===== src/rtl/mode4_adder_ctrl_pkg.sv =====
// Shared definitions for the 4-input FP adder tree sequencing controller.
package mode4_adder_ctrl_pkg;

  localparam int CNT_WIDTH_DEF  = 16;
  localparam int TREE_DEPTH_DEF = 3;

  typedef enum logic [2:0] {
    ST_IDLE,
    ST_CLEAR,
    ST_RUN,
    ST_DRAIN,
    ST_DONE
  } state_t;

endpackage


===== src/rtl/mode4_run_shift.sv =====
// Valid shift register that follows each stage-2 capture down the tree so
// stage-1 and the accumulator only fire for real data (bubbles propagate).
module mode4_run_shift
  import mode4_adder_ctrl_pkg::*;
#(
  parameter int TREE_DEPTH = TREE_DEPTH_DEF
) (
  input  logic clk,
  input  logic reset,
  input  logic stage2_run,
  output logic stage1_run,
  output logic stage0_run,
  output logic drain_empty
);

  localparam int SR_W = TREE_DEPTH - 1;
  // Every bit except the oldest one; after the next shift those are all that remain.
  localparam logic [SR_W-1:0] KEEP_MASK = ~(SR_W'(1) << (SR_W - 1));

  // vld_p[0] is the stage-1 valid, vld_p[SR_W-1] the accumulator valid
  logic [SR_W-1:0] vld_p;

  // Shift the handshake valid one stage per cycle; reset discards in-flight groups
  always_ff @(posedge clk) begin
    if (!reset) begin
      vld_p <= '0;
    end else begin
      vld_p[0] <= stage2_run;
      for (int i = 1; i < SR_W; i++) begin
        vld_p[i] <= vld_p[i-1];
      end
    end
  end

  assign stage1_run  = vld_p[0];
  assign stage0_run  = vld_p[SR_W-1];
  // True when the pipeline will hold no valid bits once this cycle's shift lands
  assign drain_empty = !stage2_run && ((vld_p & KEEP_MASK) == '0);

endmodule


===== src/rtl/mode4_adder_ctrl.sv =====
// Sequencing controller for the 4-input pipelined FP adder tree: accepts
// NUM groups over valid/ready, drives the per-stage run enables and the
// accumulator clear, and pulses sum_valid once the final sum is on outp.
module mode4_adder_ctrl
  import mode4_adder_ctrl_pkg::*;
#(
  parameter int CNT_WIDTH  = CNT_WIDTH_DEF,
  parameter int TREE_DEPTH = TREE_DEPTH_DEF
) (
  input  logic                 clk,
  input  logic                 reset,
  input  logic                 start,
  input  logic [CNT_WIDTH-1:0] num_groups,
  input  logic                 in_valid,
  output logic                 in_ready,
  output logic                 stage2_run,
  output logic                 stage1_run,
  output logic                 stage0_run,
  output logic                 tree_clear,
  output logic                 busy,
  output logic                 sum_valid,
  output logic [CNT_WIDTH-1:0] groups_done
);

  state_t               state_q;
  state_t               state_d;
  logic [CNT_WIDTH-1:0] num_lat;
  logic                 clr_q;
  logic                 drain_empty;
  logic                 start_acc;

  assign start_acc = (state_q == ST_IDLE) && start;

  // Next-state and handshake decode; in_ready depends on state only, never on in_valid
  always_comb begin
    state_d    = state_q;
    in_ready   = 1'b0;
    stage2_run = 1'b0;
    busy       = 1'b1;
    sum_valid  = 1'b0;
    case (state_q)
      ST_IDLE: begin
        busy = 1'b0;
        if (start) state_d = ST_CLEAR;
      end
      ST_CLEAR: begin
        state_d = (num_lat == '0) ? ST_DONE : ST_RUN;
      end
      ST_RUN: begin
        in_ready   = (groups_done < num_lat);
        stage2_run = in_valid && in_ready;
        if (stage2_run && ((groups_done + CNT_WIDTH'(1)) == num_lat)) state_d = ST_DRAIN;
      end
      ST_DRAIN: begin
        if (drain_empty) state_d = ST_DONE;
      end
      ST_DONE: begin
        sum_valid = 1'b1;
        state_d   = ST_IDLE;
      end
      default: state_d = ST_IDLE;
    endcase
  end

  // State register
  always_ff @(posedge clk) begin
    if (!reset) state_q <= ST_IDLE;
    else        state_q <= state_d;
  end

  // Group counter clears on entry to CLEAR and holds its final value afterwards
  always_ff @(posedge clk) begin
    if (!reset) begin
      groups_done <= '0;
      num_lat     <= '0;
    end else if (start_acc) begin
      groups_done <= '0;
      num_lat     <= num_groups;
    end else if (stage2_run) begin
      groups_done <= groups_done + CNT_WIDTH'(1);
    end
  end

  // Post-reset clear: held during reset and for the first cycle after release
  always_ff @(posedge clk) begin
    if (!reset) clr_q <= 1'b1;
    else        clr_q <= 1'b0;
  end

  assign tree_clear = clr_q || (state_q == ST_CLEAR);

  mode4_run_shift #(
    .TREE_DEPTH (TREE_DEPTH)
  ) u_run_shift (
    .clk         (clk),
    .reset       (reset),
    .stage2_run  (stage2_run),
    .stage1_run  (stage1_run),
    .stage0_run  (stage0_run),
    .drain_empty (drain_empty)
  );

endmodule


===== config.mk =====
export PLATFORM = sky130hd
export DESIGN_NAME = mode4_adder_ctrl
export DESIGN_NICKNAME = d
export VERILOG_FILES = /design/src/rtl/mode4_adder_ctrl_pkg.sv /design/src/rtl/mode4_run_shift.sv /design/src/rtl/mode4_adder_ctrl.sv
export SDC_FILE = /design/constraint.sdc
export NUM_CORES = 1
export LEC_CHECK = 0
export CAP_MARGIN = 20
export CORE_MARGIN = 3
export CORE_UTILIZATION = 53
export DETAILED_ROUTE_END_ITERATION = 8
export GPL_ROUTABILITY_DRIVEN = 0
export HOLD_SLACK_MARGIN = 0.03
export PLACE_DENSITY = 0.77
export SKIP_LAST_GASP = 1
export SLEW_MARGIN = 25
export SYNTH_ARGS = -nofsm -noshare
export SYNTH_HDL_FRONTEND = slang
export SYNTH_SLANG_ARGS = --single-unit

===== constraint.sdc =====
create_clock -name clk -period 3.3 [get_ports clk]
set_input_delay 0.66 -clock clk [delete_from_list [all_inputs] [get_ports clk]]
set_output_delay 0.66 -clock clk [all_outputs]
set_load 0.005 [all_outputs]

Word-level counts from Yosys, hierarchy flattened
Cells that the tools add are included.
{"block": "op_classes", "addsub": 1, "n_lt_le_gt_ge": 1, "n_eq_ne": 8, "mux": 10, "bitwise_logic": 1, "n_reduce_logical": 11}
{"op": "$add 16x1->16 const B", "count": 1}
{"op": "$eq 16x16->1", "count": 1}
{"op": "$logic_not 16->1", "count": 1}
{"op": "$lt 16x16->1", "count": 1}
{"op": "$mux 3", "count": 4}
{"op": "$pmux 3 s4", "count": 1}
{"op": "$eq 3x2->1 const B", "count": 2}
{"op": "$ne 2x2->1 const B", "count": 3}
{"op": "$mux 1", "count": 5}
{"op": "$logic_and 1x1->1", "count": 4}
{"op": "$eq 3x1->1 const B", "count": 1}
{"op": "$eq 3x3->1 const B", "count": 1}
{"op": "$logic_not 3->1", "count": 1}
{"op": "$reduce_and 3->1", "count": 1}
{"op": "$logic_not 2->1", "count": 1}
{"op": "$reduce_or 2->1", "count": 1}
{"op": "$logic_not 1->1", "count": 1}
{"op": "$logic_or 1x1->1", "count": 1}
{"op": "$not 1->1", "count": 1}
{"block": "word_totals", "ff_bits": 38, "in_bits": 20, "output_inout_bits": 23, "word_cells": 37}

Depth between registers and ports, before layout
{"block": "logic_depth", "word_depth": 7, "mapped_depth": 11, "mapped_depth_nobuf": 9}

By module
Synthesis repeated with hierarchy kept, for this count alone.
{"block": "hier_totals", "hier_cells": 309, "area_unflattened_um2": 2363.5}
{"module": "mode4_adder_ctrl", "n_inst": 1, "cells_per_inst": 304, "area_each_um2": 2307.2, "seq_area_each_um2": 720.7}
{"module": "mode4_run_shift", "n_inst": 1, "cells_per_inst": 5, "area_each_um2": 56.3, "seq_area_each_um2": 40.0}

Least setup slack after synthesis
Ideal clock, no wire load.
{"block": "synth_timing", "kind": "register to output", "from": "register num_lat[9]", "to": "output stage2_run", "arrival_ns": 1.835, "required_time_ns": 2.640, "slack_ns": 0.805, "stages_incl_launch_ff": 9, "n_path_buf": 1, "cell_sequence": "dfxtp_1 -> inv_1 -> ha_1 -> a21oi_1 -> o21ai_0 -> a2111oi_2 -> o21ai_2 -> buf_2 -> inv_1"}
{"block": "synth_between", "elab_chain_cells": 3}
{"item": "from (decl)", "line": "mode4_adder_ctrl.sv:27", "rtl": "logic [CNT_WIDTH-1:0] num_lat;"}
{"item": "from (signal assigned)", "line": "mode4_adder_ctrl.sv:78", "rtl": "num_lat <= num_groups;"}
{"item": "$lt 16x16->1", "line": "mode4_adder_ctrl.sv:50", "rtl": "in_ready = (groups_done < num_lat);"}
{"item": "$logic_and 1x1->1", "line": "mode4_adder_ctrl.sv:51", "rtl": "stage2_run = in_valid && in_ready;"}
{"item": "$mux 1", "line": "mode4_adder_ctrl.sv:41", "rtl": "case (state_q)"}
{"item": "to (decl)", "line": "mode4_adder_ctrl.sv:16", "rtl": "output logic stage2_run,"}
Every way passes these cells.

Worst setup path after layout
{"block": "layout_timing", "from": "register groups_done[14]", "to": "output stage2_run"}
{"block": "layout_between", "elab_chain_cells": 3}
{"item": "from (decl)", "line": "mode4_adder_ctrl.sv:22", "rtl": "output logic [CNT_WIDTH-1:0] groups_done"}
{"item": "from (signal assigned)", "line": "mode4_adder_ctrl.sv:80", "rtl": "groups_done <= groups_done + CNT_WIDTH'(1);"}
{"item": "$lt 16x16->1", "line": "mode4_adder_ctrl.sv:50"}
{"item": "$logic_and 1x1->1", "line": "mode4_adder_ctrl.sv:51"}
{"item": "$mux 1", "line": "mode4_adder_ctrl.sv:41"}
Every way passes these cells.

==> impl_metrics.py <==
metrics = {
    "run_status": {
        "status": "finished, final reports clean",
    },
    "yosys": {
        "synth_fa_ha_area_share_pct": 8.46,
        "syn_area_um2": 2510,
        "synth_seq_area_share_pct": 30.2,
        "synth_top_family_by_area": "simple AND/OR/NAND/NOR gates",
        "yosys.area_share.simple_pct": 25.9,
        "avgSynthCellArea_um2": 7.71,
        "synthCells": 326,
        "synth_seq_cells": 38,
        "synthXorXnorAreaFrac_pct": 7.66,
        "ys_async_sr_fraction_pct": 0,
        "ys_types": 54,
        "synth_ff_type": "dfxtp_1",
        "synth_edf_count": 0,
        "yosysWarningCount": 0,
        "synth_compound_area_share_pct": 19.7,
        "syn-num-nets": 363,
        "synth.area.mux_share_pct": 0.448,
    },
    "timing": {
        "layout_min_cycle_time_ns": 3.11,
        "drv_slew": 0,
        "rsz0062_at_grt": "false",
        "setup_violations": 0,
        "setup_tns_ns": 0,
        "finalHoldViolCount": 0,
        "tightest_slew_ns": 0.685,
        "relSlewSlack_pct": 54.2,
        "finClkSkew_ns": 0.00519,
        "max_freq_mhz": 321,
        "finalCritPeriodShare_pct": 94.3,
    },
    "worst_setup_path": {
        "critPathRequiredTime_ns": 2.64,
        "crit_type": "reg -> out",
        "reg2reg_to": "groups_done[12]",
        "r2r_setup_slack_ns": 0.76,
        "cp-endpoint": "stage2_run",
        "startpoint": "groups_done[14]",
        "r2r_cells": 8,
        "endpoint_kind": "output port",
        "cp_max_fo": 6,
        "cp-start-kind": "register",
        "rr_startpoint": "groups_done[14]",
        "arrival_ns": 2.45,
    },
    "floorplan": {
        "rows": 24,
        "core_um2": 4470,
        "die_area_um2": 5610,
        "ioPinCount": 43,
        "initial_core_util_pct": 56.2,
        "die_w_um": 74.9,
        "die-height_um": 74.9,
    },
    "finish": {
        "layout.cells.non_filler": 425,
        "diodes": 0,
        "layout-drive-gt1-share_pct": 9.38,
        "final_nets": 409,
        "fillCellCount": 388,
        "mostFrequentLayoutCell": "nand2_1",
        "final_cell_mix": "58 x nand2_1, 42 x clkdlybuf4s50_1, 36 x dfxtp_1",
        "area.growth.synth_to_final_pct": 25.5,
    },
    "global_route": {
        "antenna_found_initial": 0,
        "grt_pass1_vias": 2298,
        "grt_pass1_wl_mm": 10.8,
        "overflow": 0,
        "grt_max_degree": 28,
        "track_usage_pct": 25.1,
    },
    "run": {
        "drv_cap": 0,
    },
    "clock_network": {
        "clk_pin_slew_ns": 0.07,
        "clkLatencyLatePin_ns": 0.30,
        "h-tree-depth": 2,
        "cts_tree": "built",
        "cts_setup_buffers": 0,
        "cts_buffers": 5,
        "cts_sinks": 38,
        "root_buffer": "clkbuf_8",
        "clock_path_buffers": 2,
    },
    "placed_design": {
        "dp.cells": 417,
        "portBuffers": 42,
        "dpl.hpwl_mm": 4.98,
    },
    "drt": {
        "routedWlPerCell_um": 15.8,
        "via_per_inst": 5.90,
        "drc": 0,
        "wl_mm": 6.71,
        "num_vias": 2509,
        "first_pass_iters": 4,
        "ant_nets": 0,
        "initialDrtViolationCount": 230,
    },
    "power": {
        "ir_drop_mv": 0.316,
        "power.density_nw_per_um2": 424,
        "p_leak_uw": 0.00123,
    },
    "min_path": {
        "hp-class": "reg -> reg",
    },
}
## routing by layer
| layer | share of wire [%] | GRT usage [%] |
|---|---|---|
| met1 | 44 | 32.9 |
| met2 | 48 | 40.7 |
| met3 | 6.5 | 5.87 |
| met4 | 1.4 | 8.30 |
| met5 | 0 | 0 |
## per-stage QoR
step           util, %  power [uW]  setup slack [ns]  hold slack, ns  cell area (um2)
2_1_floorplan        -         729             0.805           0.449             2510
3_3_place_gp      67.3         842             0.330           0.479             3010
3_5_place_dp      67.3         850             0.297           0.488             3010
4_1_cts           70.5        1340            0.0385           0.498             3150
5_1_grt           70.5        1400          0.000421           0.506             3160
6_report          70.5        1340             0.189           0.493             3160
## worst min-delay path by stage
| stage | start | to | slack (ns) | cells past startpoint |
|---|---|---|---|---|
| final | num_lat[14] | num_lat[14] | 0.49 | 2 |
| after global routing | num_lat[2] | num_lat[2] | 0.51 | 2 |
| after CTS | num_lat[2] | num_lat[2] | 0.50 | 2 |
| after detailed placement | num_lat[2] | num_lat[2] | 0.49 | 2 |
| after global placement | num_lat[2] | num_lat[2] | 0.48 | 2 |
| after floorplan | num_lat[2] | num_lat[2] | 0.45 | 2 |
## where the power goes
group | internal, uW | switching, uW
clock | 322 | 171
sequential | 489 | 44.9
combinational | 142 | 168
## critical path, cell delays in order, from the launching register on
cell,delay [ns]
dfxtp_1,0.47
ha_1,0.31
a21oi_1,0.16
a21boi_0,0.17
a2111oi_2,0.34
o21ai_2,0.12
inv_1,0.09
clkdlybuf4s50_1,0.50
## final cells by class
| class | count | area (um2) | area share (%) |
|---|---|---|---|
| tap | 52 | 65.1 | 2.06 |
| timing repair buffer | 57 | 533 | 16.9 |
| clock inverter | 2 | 60.1 | 1.90 |
| sequential | 38 | 763 | 24.2 |
| inverter | 24 | 90.1 | 2.85 |
| multi-input combinational | 246 | 1560 | 49.5 |
| clock buffer | 6 | 82.6 | 2.62 |
## flip-flops by register name (all words and copies together) (netlist names)
register / count
state_q: 3
groups_done: 16
u_run_shift.vld_p: 2
num_lat: 16
clr_q: 1
## Yosys cell counts (2+ instances only)
| cell | n | area share (%) |
|---|---|---|
| nand2_1 | 58 | 8.7 |
| dfxtp_1 | 38 | 30 |
| a21oi_1 | 33 | 6.6 |
| inv_1 | 23 | 3.4 |
| ha_1 | 17 | 8.5 |
| o21ai_0 | 14 | 2.8 |
| xor2_1 | 13 | 4.5 |
| nor2_1 | 11 | 1.6 |
| nand3_1 | 10 | 2.0 |
| xnor2_1 | 9 | 3.1 |
| or4_1 | 8 | 2.4 |
| buf_2 | 7 | 1.4 |
| clkbuf_1 | 7 | 1.0 |
| nand4_1 | 7 | 1.7 |
| o31ai_1 | 6 | 1.8 |
| o211ai_1 | 5 | 1.5 |
| nor3_1 | 4 | 0.80 |
| nor4_1 | 4 | 0.99 |
| a211oi_1 | 3 | 0.90 |
| and4_1 | 3 | 1.0 |
| nand4b_1 | 3 | 1.0 |
| or3_1 | 3 | 0.75 |
| a21o_1 | 2 | 0.60 |
| a31o_2 | 2 | 0.70 |
| and3_1 | 2 | 0.50 |
| buf_6 | 2 | 0.90 |
| nand2b_1 | 2 | 0.50 |
| nor3b_1 | 2 | 0.60 |
| o2111ai_1 | 2 | 0.70 |
| o311ai_0 | 2 | 0.70 |
## kinds of logic (layout without fill, tap and decap cells)
family,Yosys count,after routing
muxes,1,1
and+or+nand+nor,127,127
DFF,38,38
buffers and inverters,42,89
adders and majority gates,17,17
AOI/OAI and AO/OA,79,79
xor gates and xnor gates,22,22
## repair_timing
item / CTS / global route
hold buffers: 0 / 0
setup endpoints to repair: 0 / 2
gates resized for setup: 0 / 3
No activity file was read; power rests on OpenSTA's default activity.
==> patch 1: new RTL, config.mk and constraints unchanged <==
Encoding of `state_t`: now one-hot (5 bits for 5 states).
--- a/src/rtl/mode4_adder_ctrl_pkg.sv
+++ b/src/rtl/mode4_adder_ctrl_pkg.sv
@@ -5,10 +5,10 @@
   localparam int TREE_DEPTH_DEF = 3;
 
-  typedef enum logic [2:0] {
-    ST_IDLE,
-    ST_CLEAR,
-    ST_RUN,
-    ST_DRAIN,
-    ST_DONE
+  typedef enum logic [4:0] {
+    ST_IDLE  = 5'b00001,
+    ST_CLEAR = 5'b00010,
+    ST_RUN   = 5'b00100,
+    ST_DRAIN = 5'b01000,
+    ST_DONE  = 5'b10000
   } state_t;
 
Check against the original RTL: same outputs for any inputs over 10 cycles, from zero or initial values and one cycle with reset low; not proved beyond that.
==> patch 1 against the unedited design <==
Sequential cell count increased by 2. Die area increased by 3.2%. Design area increased by 2.5%. Routed wire length increased by 5.5%. Synthesized area increased by 3.5%. Clock skew increased by 3.8 ps. Register-to-register slack got worse by 130 ps. Sequential power increased by 6.7%. Via count increased by 3.8%. Worst setup slack got worse by 47 ps. Synthesized cell count unchanged. Core utilization increased by 0.80 points. Total power increased by 2.0%. Largest cell class unchanged. Largest power group unchanged. Highest routed layer unchanged.
==> patch 1: results (changes against the unedited design) <==
Finished Layout Cells: 432 (was 425)
post-synthesis compound-gate area fraction: 0.173 (was 0.197)
mux contribution to synthesized area: 0.0740 (was 0.00448)
vias in the first global route: 2,429 (was 2,298)
Detailed Place HPWL: 5.09 mm (was 4.98 mm)
Worst Path Max Fanout: 4 (was 6)
placed insts: 424 (was 417)
drt first pass iters: 5 (was 4)
outcome: complete, no violations (unchanged)
Slew @ Worst Pin: 621 ps (was 685 ps)
LEAKAGE: 1.25 nW (was 1.23 nW)
# nets final: 403 (was 409)
layout cells sized above 1: 0.0599 (was 0.0938)
biggest regs: groups_done: 16 flops, num_lat: 16 flops, state_q: 5 flops (was groups_done: 16 flops, num_lat: 16 flops, state_q: 3 flops)
maximum VDD drop: 0.319 mV (was 0.316 mV)
Clock Skews: 9.00 ps (was 5.19 ps)
first-pass GRT wire length: 11.8 mm (was 10.8 mm)
Routed Wire Length: 7.07 mm (was 6.71 mm)
Total Routing Usage GR: 0.248 (was 0.251)
commonest cells in the netlist: dfxtp_1 (40), nor2_1 (36), a21oi_1 (28) (was nand2_1 (58), dfxtp_1 (38), a21oi_1 (33))
Placed Area: 3100 um2 (was 3010 um2)
largest net degree at the start of global routing: 32 (was 28)
sequential-to-total area share from yosys stat: 0.308 (was 0.302)
xor/xnor cell area share of the yosys netlist: 0.0673 (was 0.0766)
drt initial violations: 208 (was 230)
[patch 1: cell count changes in the layout (fill, tap and decap cells not counted), moves of 5 or more]
cell,change
mux2i_1,+17
nand2_1,-42
o21ai_1,+8
or3_1,+9
nor2_1,+25
o21ai_0,-7
xor2_1,-5
a21oi_1,-5
buf_4,-6
[patch 1: final timing paths]
| kind | startpoint | endpoint | slack, ps | cells past startpoint |
|---|---|---|---|---|
| setup reg to reg | num_lat[3] | groups_done[13] | 630 | 9 |
| setup / recovery | num_lat[3] | stage2_run | 140 | 8 |
| hold reg to reg | u_run_shift.vld_p[0] | u_run_shift.vld_p[1] | 530 | 1 |
| hold / removal | u_run_shift.vld_p[0] | u_run_shift.vld_p[1] | 530 | 1 |
[patch 1: worst max-delay path, delay by kind of cell, from the launching register on]
family / cells / cell delay (ps)
AOI/OAI and AO/OA: 3 / 730
adders and majority gates: 1 / 280
buffers and inverters: 3 / 630
and+or+nand+nor: 1 / 190
DFF: 1 / 360
[patch 1: metal layers]
layer,global-route usage,routed length (um)
met2,0.415,3300
met5,0,0
met4,0.0797,164
met3,0.0473,459
met1,0.323,3150
[patch 1: cell type report]
class                           count  area, um2
Timing Repair Buffer               51        488
Tap cell                           65       81.3
Clock buffer                        6       82.6
Fill cell                         377       1300
Inverter                           23       86.3
Multi-Input combinational cell    245       1660
Clock inverter                      2       38.8
Sequential cell                    40        802
[patch 1: power by group]
part           switching, mW  internal, mW  leakage [nW]
sequential            0.0506         0.519         0.326
clock                  0.185         0.248        0.0614
combinational          0.189         0.172         0.866
[patch 1: cell families after synthesis]
group / after synthesis
AOI/OAI and AO/OA: 72
xor gates and xnor gates: 20
adders and majority gates: 17
buffers and inverters: 41
DFF: 40
muxes: 19
and+or+nand+nor: 117
==> patch 2: new RTL, same flow settings <==
Made on the original files. Set the package constant `CNT_WIDTH_DEF` to 20 (it was 16).
--- a/src/rtl/mode4_adder_ctrl_pkg.sv
+++ b/src/rtl/mode4_adder_ctrl_pkg.sv
@@ -2,5 +2,5 @@
 package mode4_adder_ctrl_pkg;
 
-  localparam int CNT_WIDTH_DEF  = 16;
+  localparam int CNT_WIDTH_DEF  = 20;
   localparam int TREE_DEPTH_DEF = 3;
 
Ports: changed (resized groups_done and num_groups); port bits go from 43 to 51. The function was not compared with the original's and may differ.
==> patch 2 against the unedited design <==
Synthesized area rose by 16%. Via count grew 11%. First-iteration DRC count is 28% lower. Sequential power grew 14%. Clock skew rose by 0.55 ps. Count of clock-buffer cells in the layout did not move. Total power down 8.8%. Routed wire length increased by 12%. Sequential cell count grew 8. Design area up 17%. Critical path depth is 2 higher. Core utilization grew 0.34 points. Worst setup slack worse by 140 ps. Largest cell class unchanged.
==> patch 2: results (changes against the unedited design) <==
outcome: complete, no violations (unchanged)
xor/xnor cell area share of the yosys netlist: 0.144 (was 0.0766)
Final clock-cell share: 0.0234 (was 0.0452)
Worst Path Max Fanout: 4 (was 6)
hold wc startpoint: num_lat[19] (was num_lat[14])
Detailed Place HPWL: 5.66 mm (was 4.98 mm)
Mapped Cells: 373 (was 326)
worst r2r path cells: 10 (was 8)
WP data arrival: 2590 ps (was 2450 ps)
first-pass GRT wire length: 12.4 mm (was 10.8 mm)
mux contribution to synthesized area: 0 (was 0.00448)
placed insts: 494 (was 417)
commonest cells in the netlist: nand2_1 (58), dfxtp_1 (46), a21oi_1 (33) (was nand2_1 (58), dfxtp_1 (38), a21oi_1 (33))
# nets final: 479 (was 409)
WL met3: 472 um (was 436 um)
largest net degree at the start of global routing: 23 (was 28)
Hold WS: 492 ps (was 493 ps)
GRT met3 Usage: 0.0448 (was 0.0587)
met2 WL post-DR: 3.47 mm (was 3.23 mm)
vias in the first global route: 2,617 (was 2,298)
drt initial violations: 165 (was 230)
Clock Skews: 5.73 ps (was 5.19 ps)
nonclk inv count: 29 (was 24)
r2r endpoint: groups_done[11] (was groups_done[12])
sequential cell count: 46 (was 38)
layout filler cell count: 413 (was 388)
met2 Resource Use GR: 0.392 (was 0.407)
relative slew slack: 0.561 (was 0.542)
Synth area leaders: dfxtp_1 (32%), ha_1 (9.0%), xor2_1 (7.5%) (was dfxtp_1 (30%), nand2_1 (8.7%), ha_1 (8.5%))
Yosys cell types: 40 (was 54)
Synthesized Nets: 418 (was 363)
Setup Fix Bufs, Post-CTS: 2 (was 0)
busiest grt layer: met2 (unchanged)
Worst R2R Start: num_lat[13] (was groups_done[14])
#MultiIn Comb: 284 (was 246)
biggest regs: groups_done: 20 flops, num_lat: 20 flops, state_q: 3 flops (was groups_done: 16 flops, num_lat: 16 flops, state_q: 3 flops)
LEAKAGE: 1.45 nW (was 1.23 nW)
crit share post-route: 0.986 (was 0.943)
sequential-to-total area share from yosys stat: 0.316 (was 0.302)
Seq/total area: 0.254 (was 0.242)
clk slew on worst S/H paths: 90 ps (was 70 ps)
fraction of cell area in non-clock buffers: 0.173 (was 0.169)
ys flop type: dfxtp_1 (unchanged)
Routed Wire Length: 7.48 mm (was 6.71 mm)
hold path endpoint: num_lat[19] (was num_lat[14])
layout cells sized above 1: 0.0874 (was 0.0938)
H-tree Lvls: 2 (unchanged)
Avg WL per Cell: 14.8 um (was 15.8 um)
crit-path leading delay family: buffers and inverters (was compound AO/OA/AOI/OAI gates)
post-synthesis compound-gate area fraction: 0.119 (was 0.197)
Non-CTS buffers: 68 (was 57)
Vias/cell: 5.53 (was 5.90)
multi-input combinational area share: 0.497 (was 0.495)
post-synthesis adder-cell area fraction: 0.0902 (was 0.0846)
maximum VDD drop: 0.215 mV (was 0.316 mV)
WL met1: 3.46 mm (was 2.94 mm)
port bufs: 50 (was 42)
met1 usage in global routing: 0.335 (was 0.329)
Total Routing Usage GR: 0.245 (was 0.251)
CTS Buf Count: 5 (unchanged)
[patch 2: cell count changes after synthesis, sizes merged, moves of 8 or more]
cell,unedited run,this run
o21ai,16,6
nand3,10,21
nor2,11,25
dfxtp,38,46
xor2,13,25
xnor2,9,23
[patch 2: stage by stage]
stage               worst slack (ps)  utilization  cell area, um2
global route                   -20.3        0.709            3690
detailed placement               348        0.682            3550
finish                          45.9        0.709            3690
floorplan                        689            -            2910
global placement                 371        0.682            3550
CTS                             12.9        0.701            3650
[patch 2: how the worst max path moves through the flow]
stage | start | endpoint | slack [ps] | cells after the start
detailed placement | num_lat[1] | in_ready | 350 | 8
floorplan | num_lat[1] | in_ready | 690 | 8
CTS | num_lat[15] | stage2_run | 10 | 9
global route | num_lat[15] | stage2_run | -20 | 9
global placement | num_lat[1] | in_ready | 370 | 8
finish | num_lat[13] | stage2_run | 50 | 9
[patch 2: power breakdown]
group	internal [mW]	switching, mW	total (mW)
clock	0.150	0.209	0.359
sequential	0.577	0.0307	0.608
combinational	0.121	0.131	0.252
